**config.mk**
```make
export PLATFORM = sky130hd
export DESIGN_NAME = onehot_encoder_serializer
export DESIGN_NICKNAME = d
export VERILOG_FILES = /design/src/rtl/encoder_pkg.sv /design/src/rtl/prio_enc_lsb.sv /design/src/rtl/onehot_encoder_serializer.sv
export SDC_FILE = /design/constraint.sdc
export NUM_CORES = 1
export LEC_CHECK = 0
export CAP_MARGIN = 5
export CORE_MARGIN = 1
export CORE_UTILIZATION = 53
export DETAILED_ROUTE_END_ITERATION = 8
export PLACE_DENSITY = 0.79
export SKIP_CTS_REPAIR_TIMING = 1
export SYNTH_ARGS = -nofsm -noshare
export SYNTH_HDL_FRONTEND = slang
export SYNTH_SLANG_ARGS = --single-unit
```
**constraint.sdc**
```tcl
create_clock -name clk -period 2.85 [get_ports clk]
set_input_delay 0.4275 -clock clk [delete_from_list [all_inputs] [get_ports clk]]
set_output_delay 0.4275 -clock clk [all_outputs]
set_load 0.1 [all_outputs]
```
**src/rtl/encoder_pkg.sv**
```systemverilog
// Shared types and helpers for the one-hot encoder/serializer.
// Helper functions operate on a MAX_BITS-wide vector so any WIDTH up to MAX_WIDTH can use them.
package encoder_pkg;

   typedef enum logic {IDLE, BUSY} enc_state_t;

   localparam int DEFAULT_WIDTH = 3;
   localparam int MAX_WIDTH     = 8;
   localparam int MAX_BITS      = 2 ** MAX_WIDTH;

   // Lowest set-bit index; returns 0 for an all-zero vector.
   function automatic logic [MAX_WIDTH-1:0] lsb_index(input logic [MAX_BITS-1:0] vec);
      logic [MAX_WIDTH-1:0] idx;
      idx = '0;
      for (int i = MAX_BITS - 1; i >= 0; i--) begin
         if (vec[i]) begin
            idx = MAX_WIDTH'(i);
         end
      end
      return idx;
   endfunction

   function automatic logic is_onehot(input logic [MAX_BITS-1:0] vec);
      return (vec != '0) && ((vec & (vec - MAX_BITS'(1))) == '0);
   endfunction

endpackage

```
**src/rtl/prio_enc_lsb.sv**
```systemverilog
// Combinational LSB-first priority encoder: 2**WIDTH-bit vector to WIDTH-bit index plus any-set flag.
module prio_enc_lsb
   import encoder_pkg::*;
#(
   parameter int WIDTH = DEFAULT_WIDTH
) (
   input  logic [2**WIDTH-1:0] vec,
   output logic [WIDTH-1:0]    idx,
   output logic                any
);

   always_comb begin
      idx = WIDTH'(lsb_index(MAX_BITS'(vec)));
      any = |vec;
   end

endmodule

```
**src/rtl/onehot_encoder_serializer.sv**
```systemverilog
// Serializes every set bit of a request vector into one index per ready/valid beat, lowest first.
// An accepted all-zero vector is dropped and flagged with a single-cycle zero_drop pulse.
module onehot_encoder_serializer
   import encoder_pkg::*;
#(
   parameter int WIDTH = DEFAULT_WIDTH
) (
   input  logic               clk,
   input  logic               rst_n,
   input  logic               in_valid,
   output logic               in_ready,
   input  logic [2**WIDTH-1:0] in_vec,
   output logic               out_valid,
   input  logic               out_ready,
   output logic [WIDTH-1:0]   out_idx,
   output logic               out_last,
   output logic               zero_drop
);

   localparam int N = 2 ** WIDTH;

   enc_state_t       state_q, state_d;
   logic [N-1:0]     pending_q, pending_d;
   logic [WIDTH-1:0] out_idx_q, out_idx_d;
   logic             out_last_q, out_last_d;
   logic             zero_drop_q, zero_drop_d;

   logic [N-1:0]     cleared;
   logic [WIDTH-1:0] in_lsb, clr_lsb;
   logic             in_any, clr_any;
   logic             accept, out_hs;

   assign cleared = pending_q & (pending_q - N'(1));

   prio_enc_lsb #(.WIDTH(WIDTH)) u_enc_in (
      .vec (in_vec),
      .idx (in_lsb),
      .any (in_any)
   );

   prio_enc_lsb #(.WIDTH(WIDTH)) u_enc_clr (
      .vec (cleared),
      .idx (clr_lsb),
      .any (clr_any)
   );

   assign out_valid = (state_q == BUSY);
   assign out_idx   = out_idx_q;
   assign out_last  = out_last_q;
   assign zero_drop = zero_drop_q;

   // Ready also on the final beat's handshake so the next vector follows with no bubble.
   assign out_hs   = out_valid && out_ready;
   assign in_ready = (state_q == IDLE) || (out_hs && out_last_q);
   assign accept   = in_valid && in_ready;

   always_comb begin
      state_d     = state_q;
      pending_d   = pending_q;
      out_idx_d   = out_idx_q;
      out_last_d  = out_last_q;
      zero_drop_d = 1'b0;

      if (accept) begin
         if (in_any) begin
            state_d    = BUSY;
            pending_d  = in_vec;
            out_idx_d  = in_lsb;
            out_last_d = is_onehot(MAX_BITS'(in_vec));
         end else begin
            state_d     = IDLE;
            pending_d   = '0;
            zero_drop_d = 1'b1;
         end
      end else if (out_hs) begin
         if (!out_last_q && clr_any) begin
            pending_d  = cleared;
            out_idx_d  = clr_lsb;
            out_last_d = is_onehot(MAX_BITS'(cleared));
         end else begin
            state_d   = IDLE;
            pending_d = '0;
         end
      end
   end

   always_ff @(posedge clk or negedge rst_n) begin
      if (!rst_n) begin
         state_q     <= IDLE;
         pending_q   <= '0;
         out_idx_q   <= '0;
         out_last_q  <= 1'b0;
         zero_drop_q <= 1'b0;
      end else begin
         state_q     <= state_d;
         pending_q   <= pending_d;
         out_idx_q   <= out_idx_d;
         out_last_q  <= out_last_d;
         zero_drop_q <= zero_drop_d;
      end
   end

endmodule

```
# After elaboration in Yosys (flattened, before gate mapping)
# Index checks and enable logic that the tools add are counted.
# totals
register_bits,14
latch_bits,0
ram_bits,0
rom_bits,0
inputBits,12
output_inout_bits,7
wordCells,66
n_memories,0
# op_classes
addsub,3
multipliers,0
div_mod_pow,0
n_lt_le_gt_ge,0
n_eq_ne,2
n_shift,0
n_mux,34
bitwise,4
n_reduce_logical,18
# ops
operator,n
$and 8x256->256,2
$logic_not 256->1,2
$mux 3,20
$mux 8,4
$sub 8x1->9 const B,2
$reduce_bool 8->1,2
$reduce_or 8->1,2
$mux 1,10
$and 8x8->8,1
$sub 8x1->8 const B,1
$logic_and 1x1->1,6
$ne 2x2->1 const B,2
$reduce_bool 2->1,2
$reduce_and 3->1,1
$reduce_and 2->1,1
$logic_not 1->1,1
$logic_or 1x1->1,1
$not 1->1,1

# Logic depth before layout (Yosys ltp)
# Gate-level depths: netlist of the first run.
# depth
ltp_word,13
depth_mapped,7

# Modules after synthesis
# A second synthesis of the first run with hierarchy kept.
# hier_totals
hier_cells,138
hier_area_um2,1156.1
# by_module_without_submodules
module,instances,cells_each,area_per_inst_um2
onehot_encoder_serializer,1,112,993.5
prio_enc_lsb,2,13,81.3

# Worst setup path after synthesis of the first run
# No wires, ideal clock.
# synth_timing
kind,register to register
startpoint,register out_last_q (netlist: out_last)
endpoint,register out_idx_q[1] (netlist: out_idx[1])
setup_ns,0.126
t_arrival_ns,2.463
t_required_ns,2.724
setup_slack_ns,0.261
path_stages_with_launch,6
n_path_buf,0
path_cell_list,dfrtp_1 > a21bo_2 > nand2_1 > nor2_4 > or3_4 > mux2_4
# synth_between
elab_chain_cells,5
word_cells_on_any_way,10
classes_between,eq/ne (1); mux (1); reduce/logical (8)
# synth_lines
element,line_no,rtl
"start, declared",onehot_encoder_serializer.sv:25,"logic out_last_q, out_last_d;"
"start signal, assigned",onehot_encoder_serializer.sv:98,out_last_q <= out_last_d;
$logic_and 1x1->1 *,onehot_encoder_serializer.sv:54,assign in_ready = (state_q == IDLE) || (out_hs && out_last_q);
$logic_or 1x1->1 *,onehot_encoder_serializer.sv:54,
named net in_ready,onehot_encoder_serializer.sv:11,"output logic in_ready,"
$logic_and 1x1->1 *,onehot_encoder_serializer.sv:55,assign accept = in_valid && in_ready;
$ne 2x2->1 (no line) or $reduce_bool 2->1 (tied branches),--,
$reduce_and 3->1 (no line),--,
"end signal, assigned",onehot_encoder_serializer.sv:97,out_idx_q <= out_idx_d;
"end, declared",onehot_encoder_serializer.sv:24,"logic [WIDTH-1:0] out_idx_q, out_idx_d;"
# The timed path passes the listed nets; every way through them passes the cells marked *.
# A chain may end at the register's enable or synchronous reset.

# Worst setup path in the final report of the first run
# layout_timing
startpoint,register pending_q[2]
endpoint,register out_idx_q[1] (netlist: out_idx[1])
# layout_between
elab_chain_cells,13
word_cells_on_any_way,17
classes_between,add/sub (1); mux (11); bitwise (1); reduce/logical (4)
# layout_lines
element,line_no,rtl
"start, declared",onehot_encoder_serializer.sv:23,"logic [N-1:0] pending_q, pending_d;"
"start signal, assigned",onehot_encoder_serializer.sv:96,pending_q <= pending_d;
$sub 8x1->8,onehot_encoder_serializer.sv:33,assign cleared = pending_q & (pending_q - N'(1));
$and 8x8->8 *,onehot_encoder_serializer.sv:33,
$mux 3 (8 in series),encoder_pkg.sv:16,if (vec[i]) begin
$mux 3,onehot_encoder_serializer.sv:76,if (!out_last_q && clr_any) begin
$mux 3,onehot_encoder_serializer.sv:75,end else if (out_hs) begin
$mux 3,onehot_encoder_serializer.sv:64,if (accept) begin
# Mark *: on every way between the ends. The rest lies on a longest branch, timed or not. The select of a mux whose other input is x is not followed.

==> results of run 1 <==
power groups by stage:
stage                     registers (mW)  clock network, mW  logic, mW
after floorplan                    0.578                  0      0.797
after global placement             0.452                  0       1.12
after detailed placement           0.458                  0       1.14
after CTS                          0.455              0.156       1.14
after global routing               0.476              0.167       1.24
final                              0.459              0.157       1.15
worst paths after layout:
kind | start | end | slack, ns | cells after the start
min reg2reg | out_idx[1] | out_idx[1] | 0.55 | 1
min in group clk | out_idx[1] | out_idx[1] | 0.55 | 1
min | rst_n | pending_q[6] | 0.51 | 1
max in group asynchronous | rst_n | pending_q[0] | 1.92 | 1
max | pending_q[2] | out_idx[1] | 0.33 | 5
max reg2reg | pending_q[2] | out_idx[1] | 0.33 | 5
cell type report:
class,instances,area [um2],share of cell area (%)
inverter,5,18.8,1.34
tap,27,33.8,2.42
clock buffer,4,36.3,2.60
sequential,14,350,25.1
multi-input combinational,124,757,54.2
timing repair buffer,23,200,14.3
cells in the mapped netlist (all sizes together), types with 2 or more instances:
cell,n,share of area [%]
dfrtp,14,29
nor3,5,2.1
a31oi,8,4.2
maj3,4,3.3
and3,2,1.0
inv,5,1.6
nand2,20,6.2
a2111oi,3,4.3
a21oi,9,3.7
nor2,17,5.9
or4,3,2.2
clkbuf,8,2.5
nand3,5,2.1
nor4,3,1.6
o221ai,2,1.5
nand2b,2,1.0
o21ai,15,6.2
o21bai,2,1.2
or3,5,3.0
o31a,2,1.5
buf,5,3.7
o211ai,4,2.5
flip-flops by register name (all words and copies together) (netlist names):
signal,cells
pending_q,8
out_idx,3
out_last,1
out_valid,1
zero_drop,1
layer usage:
metal,wire [um],vias to the layer above
met1,1400,567
met5,0,-
met3,209,5
met4,40,0
met2,1500,66
li1,-,606
worst register-to-register path: cells and delay by family, from the launching register on:
family          cells  cell delay, ns
simple gates        3            1.22
mux                 1            0.31
flops               1            0.49
compound gates      1            0.40
kinds of logic (layout without fill, tap and decap cells):
family,Yosys count,after routing,share of synthesized area (%)
fa+ha+maj,4,4,3.33
mux,1,1,1.25
simple gates,65,65,26.8
compound gates,52,52,30.2
buf+inv,18,32,7.81
flops,14,14,29.2
xor+xnor,2,2,1.46
==> results.toml, run 1 <==
[clock_network]
ctsHtreeMaxLevel = 1
cts_buffers = 3
clk_path_buf_depth = 2
cts_root_buf = "clkbuf_4"
clkTransAtPathRegs_ns = 0.10
cts_tree = "done"
clock_sinks = 14
clk_latency_ns = 0.30

[worst_setup_path]
cp_slowest_cell = "or4_4"
start_kind = "register"
critical_path_class = "reg2reg"
cpLargestDelayFamily = "simple AND/OR/NAND/NOR gates"
end_kind = "register"
path_cells = "or4_4 -> a2111oi_4 -> nor4_1 -> or3_4 -> mux2_4"
cp_data_required_time_ns = 3.05
cp.arrival_ns = 2.72
critPathMaxFanout = 11
worst-path-buf-inv = 0
max_stage_delay_ns = 0.65

[finish]
fin_area_um2 = 1400
utilization_pct = 68.4
fin_cells = 197
layout-area-overhead-vs-synth_pct = 16.3
nets = 183
fillers = 197
final_cell_mix = "nand2_1, nor2_1, dfrtp_1, o21ai_0, buf_4"
drive_gt1_share_pct = 13.5
antennaDiodeCount = 0
final_common_cell = "nand2_1"

[sta]
slew_headroom_pct = 56.7
setup_tns_ns = 0
period_share_pct = 88.4
whs_ns = 0.514
rsz0062_at_grt = "no"
period_needed_ns = 2.52
fin_skew_ns = 0.00177
worst_pin_slew_ns = 0.648
fmaxAchievable_mhz = 397
report.final.slew_viol_count = 0
finalHoldViolCount = 0
fin_ws_ns = 0.330
setup_violations = 0

[route]
drt_iter0_drc = 45
wirelength_um = 3140
vias = 1244
via_per_inst = 6.31
first_pass_iters = 4
ant_nets = 0
drcViolationCount = 0
detail_route.wl_per_cell_um = 16.0

[global_routing]
met3_usage_pct = 7.10
overflow = 0
grt_start_max_net_pins = 18
gr-usage-met1_pct = 39.4
grt_pass1_wl_um = 5390
grt_util_met2_pct = 46.4
antenna_found_initial = 0
grt_pass1_vias = 1180
grt-busiest-layer = "met2"
grt_util_all_layers_pct = 29.4

[yosys]
ys_seq_area_share_pct = 29.2
synthCells = 156
synth_flop_cell = "dfrtp_1"
yosys_warnings = 0
syn_nets = 168
synth_seq_cells = 14
synth_enable_flop_cells = 0
synthArstFlopShare_pct = 100
synth.avg_cell_area_um2 = 7.70
synthDistinctLibCells = 42
netlist_area_um2 = 1200

[placed_design]
dp_slack_ns = 0.203
gp_congestion = 0.938
port_buffers = 18
dp_cells = 193
post_dp_cell_area_um2 = 1360
place_hpwl_um = 2320

[pwr]
p_leak_nw = 0.550
switchingPower_mw = 1.01
comb_power_share_pct = 65.1
p_clk_share_pct = 8.9
power.density_nw_per_um2 = 1260
p_int_mw = 0.759
peakVddDrop_mv = 0.993
sw_frac_of_total_pct = 57.0
finalPower_mw = 1.76
seq_power_share_pct = 26.0

[status]
status = "finished clean"

[floorplan]
dieArea_um2 = 2460
die_height_um = 49.6
io_pins = 19
fp.dieW_um = 49.6
num_rows = 16
initial_core_util_pct = 58.8
coreArea_um2 = 2040

[worst_hold_path]
hp-class = "in2async"

[flow_run]
drv_cap = 0
Power figures use the tool's default switching activity.
==> run 2, diff against run 1 <==
--- a/config.mk
+++ b/config.mk
@@ -8,6 +8,7 @@
 export CAP_MARGIN = 5
 export CORE_MARGIN = 1
 export CORE_UTILIZATION = 53
+export CTS_CLUSTER_DIAMETER = 150
 export DETAILED_ROUTE_END_ITERATION = 8
 export PLACE_DENSITY = 0.79
 export SKIP_CTS_REPAIR_TIMING = 1
==> results of run 2 <==
Same layout as run 1: the final DEF is identical, and so are final timing and power.
==> run 3, diff against run 2 <==
--- a/config.mk
+++ b/config.mk
@@ -10,6 +10,7 @@
 export CORE_UTILIZATION = 53
 export CTS_CLUSTER_DIAMETER = 150
 export DETAILED_ROUTE_END_ITERATION = 8
+export GPL_TIMING_DRIVEN = 0
 export PLACE_DENSITY = 0.79
 export SKIP_CTS_REPAIR_TIMING = 1
 export SYNTH_ARGS = -nofsm -noshare
==> results.toml, run 3 (synthesis results as in run 1) <==
[sta]
slew_headroom_pct = 35.1
finalHoldViolCount = 0
report.final.slew_viol_count = 0
setup_violations = 0
fmaxAchievable_mhz = 375
setup_tns_ns = 0
fin_skew_ns = 0.00487
rsz0062_at_grt = "no"
worst_pin_slew_ns = 0.971
fin_ws_ns = 0.180
period_needed_ns = 2.67
period_share_pct = 93.7

[worst_hold_path]
hp-class = "in2async"

[global_routing]
antenna_found_initial = 0
grt_start_max_net_pins = 15
grt_pass1_vias = 1167
grt_util_all_layers_pct = 28.3
overflow = 0
grt_pass1_wl_um = 5290

[clock_network]
cts_root_buf = "clkbuf_4"
clk_path_buf_depth = 2
clock_sinks = 14
cts_buffers = 3
clkTransAtPathRegs_ns = 0.09
clk_latency_ns = 0.28
cts_tree = "done"
ctsHtreeMaxLevel = 1

[finish]
utilization_pct = 71.1
fin_cells = 205
regMostFlops = "pending_q"
drive_gt1_share_pct = 8.99
final_cell_mix = "nand2_1, clkdlybuf4s50_1, nor2_1, dfrtp_1, o21ai_0"
nets = 191
layout-area-overhead-vs-synth_pct = 20.8
antennaDiodeCount = 0
largest_register_ffs = 8
final_common_cell = "nand2_1"

[worst_setup_path]
critical_path_class = "in2out"
start_kind = "input port"
end_kind = "output port"
max_stage_delay_ns = 1.13
cp_data_required_time_ns = 2.42
cp.arrival_ns = 2.24
path_cells = "clkdlybuf4s50_1 -> a21bo_2 -> clkdlybuf4s50_1"
critPathMaxFanout = 4
cp_common_cell = "clkdlybuf4s50_1"
cp_slowest_cell = "clkdlybuf4s50_1"

[pwr]
comb_power_share_pct = 72.9
p_leak_nw = 0.554
finalPower_mw = 1.83
seq_power_share_pct = 19.1
power.density_nw_per_um2 = 1260
peakVddDrop_mv = 1.10
sw_frac_of_total_pct = 55.2
switchingPower_mw = 1.01
p_clk_share_pct = 8.0
p_int_mw = 0.819

[route]
vias = 1302
drcViolationCount = 0
via_per_inst = 6.35
wirelength_um = 3110
ant_nets = 0
detail_route.wl_per_cell_um = 15.2
drt_iter0_drc = 46
first_pass_iters = 4

[flow_run]
drv_cap = 0

[floorplan]
coreArea_um2 = 2040
io_pins = 19
fp.dieW_um = 49.6
initial_core_util_pct = 58.8
die_height_um = 49.6
num_rows = 16
dieArea_um2 = 2460

[placed_design]
gp_congestion = 0.916
dp_cells = 201
place_hpwl_um = 2340
port_buffers = 18
dp_slack_ns = 0.0936

[status]
status = "finished clean"
-- run 3: changes by cell type in the layout (fill, tap and decap cells not counted) --
cell / previous run / this run
clkdlybuf4s50_1: 11 / 18
clkbuf_1: 0 / 8
buf_4: 12 / 3
buf_6: 0 / 2
-- run 3: layout make-up --
class	instances	area (um2)
inverter	5	18.8
timing repair buffer	18	180
multi-input combinational	124	757
clock buffer	4	36.3
fill	177	591
buffer	13	75.1
sequential	14	350
tap	27	33.8
-- run 3: power groups by stage --
| stage | clock network (mW) | registers [mW] | logic [mW] |
|---|---|---|---|
| floorplan | 0 | 0.578 | 0.797 |
| finish | 0.146 | 0.349 | 1.33 |
| global route | 0.153 | 0.363 | 1.45 |
| CTS | 0.145 | 0.349 | 1.32 |
| detailed placement | 0 | 0.354 | 1.31 |
| global placement | 0 | 0.347 | 1.30 |
-- run 3: stage by stage --
| step | area (um2) | hold WS [ns] |
|---|---|---|
| floorplan | 1200 | 0.132 |
| global placement | 1420 | 0.499 |
| detailed placement | 1420 | 0.547 |
| CTS | 1450 | 0.561 |
| global route | 1450 | 0.594 |
| finish | 1450 | 0.543 |
-- run 3: worst paths after layout --
| check | slack (ns) | to | cells after the start | start |
|---|---|---|---|---|
| max | 0.18 | in_ready | 3 | out_ready |
| min | 0.54 | pending_q[0] | 1 | rst_n |
| max reg2reg | 0.34 | out_idx[1] | 7 | pending_q[3] |
| min reg2reg | 0.56 | out_idx[2] | 2 | out_idx[2] |
| max in group asynchronous | 1.88 | out_idx[2] | 1 | rst_n |
| min in group clk | 0.56 | out_idx[2] | 2 | out_idx[2] |
-- run 3: layer usage --
layer  vias to the layer above  global-route usage (%)  part of all wire, %
met4                         0                    5.24                  1.5
met5                         -                       0                    0
met2                        60                    46.8                   49
met3                         8                    5.86                  6.9
met1                       608                    38.2                   43
li1                        626                       -                    -
-- run 3: worst max-delay path, delay by kind of cell --
kind | cells | cell delay (ns)
compound gates | 1 | 0.16
buf+inv | 2 | 1.65
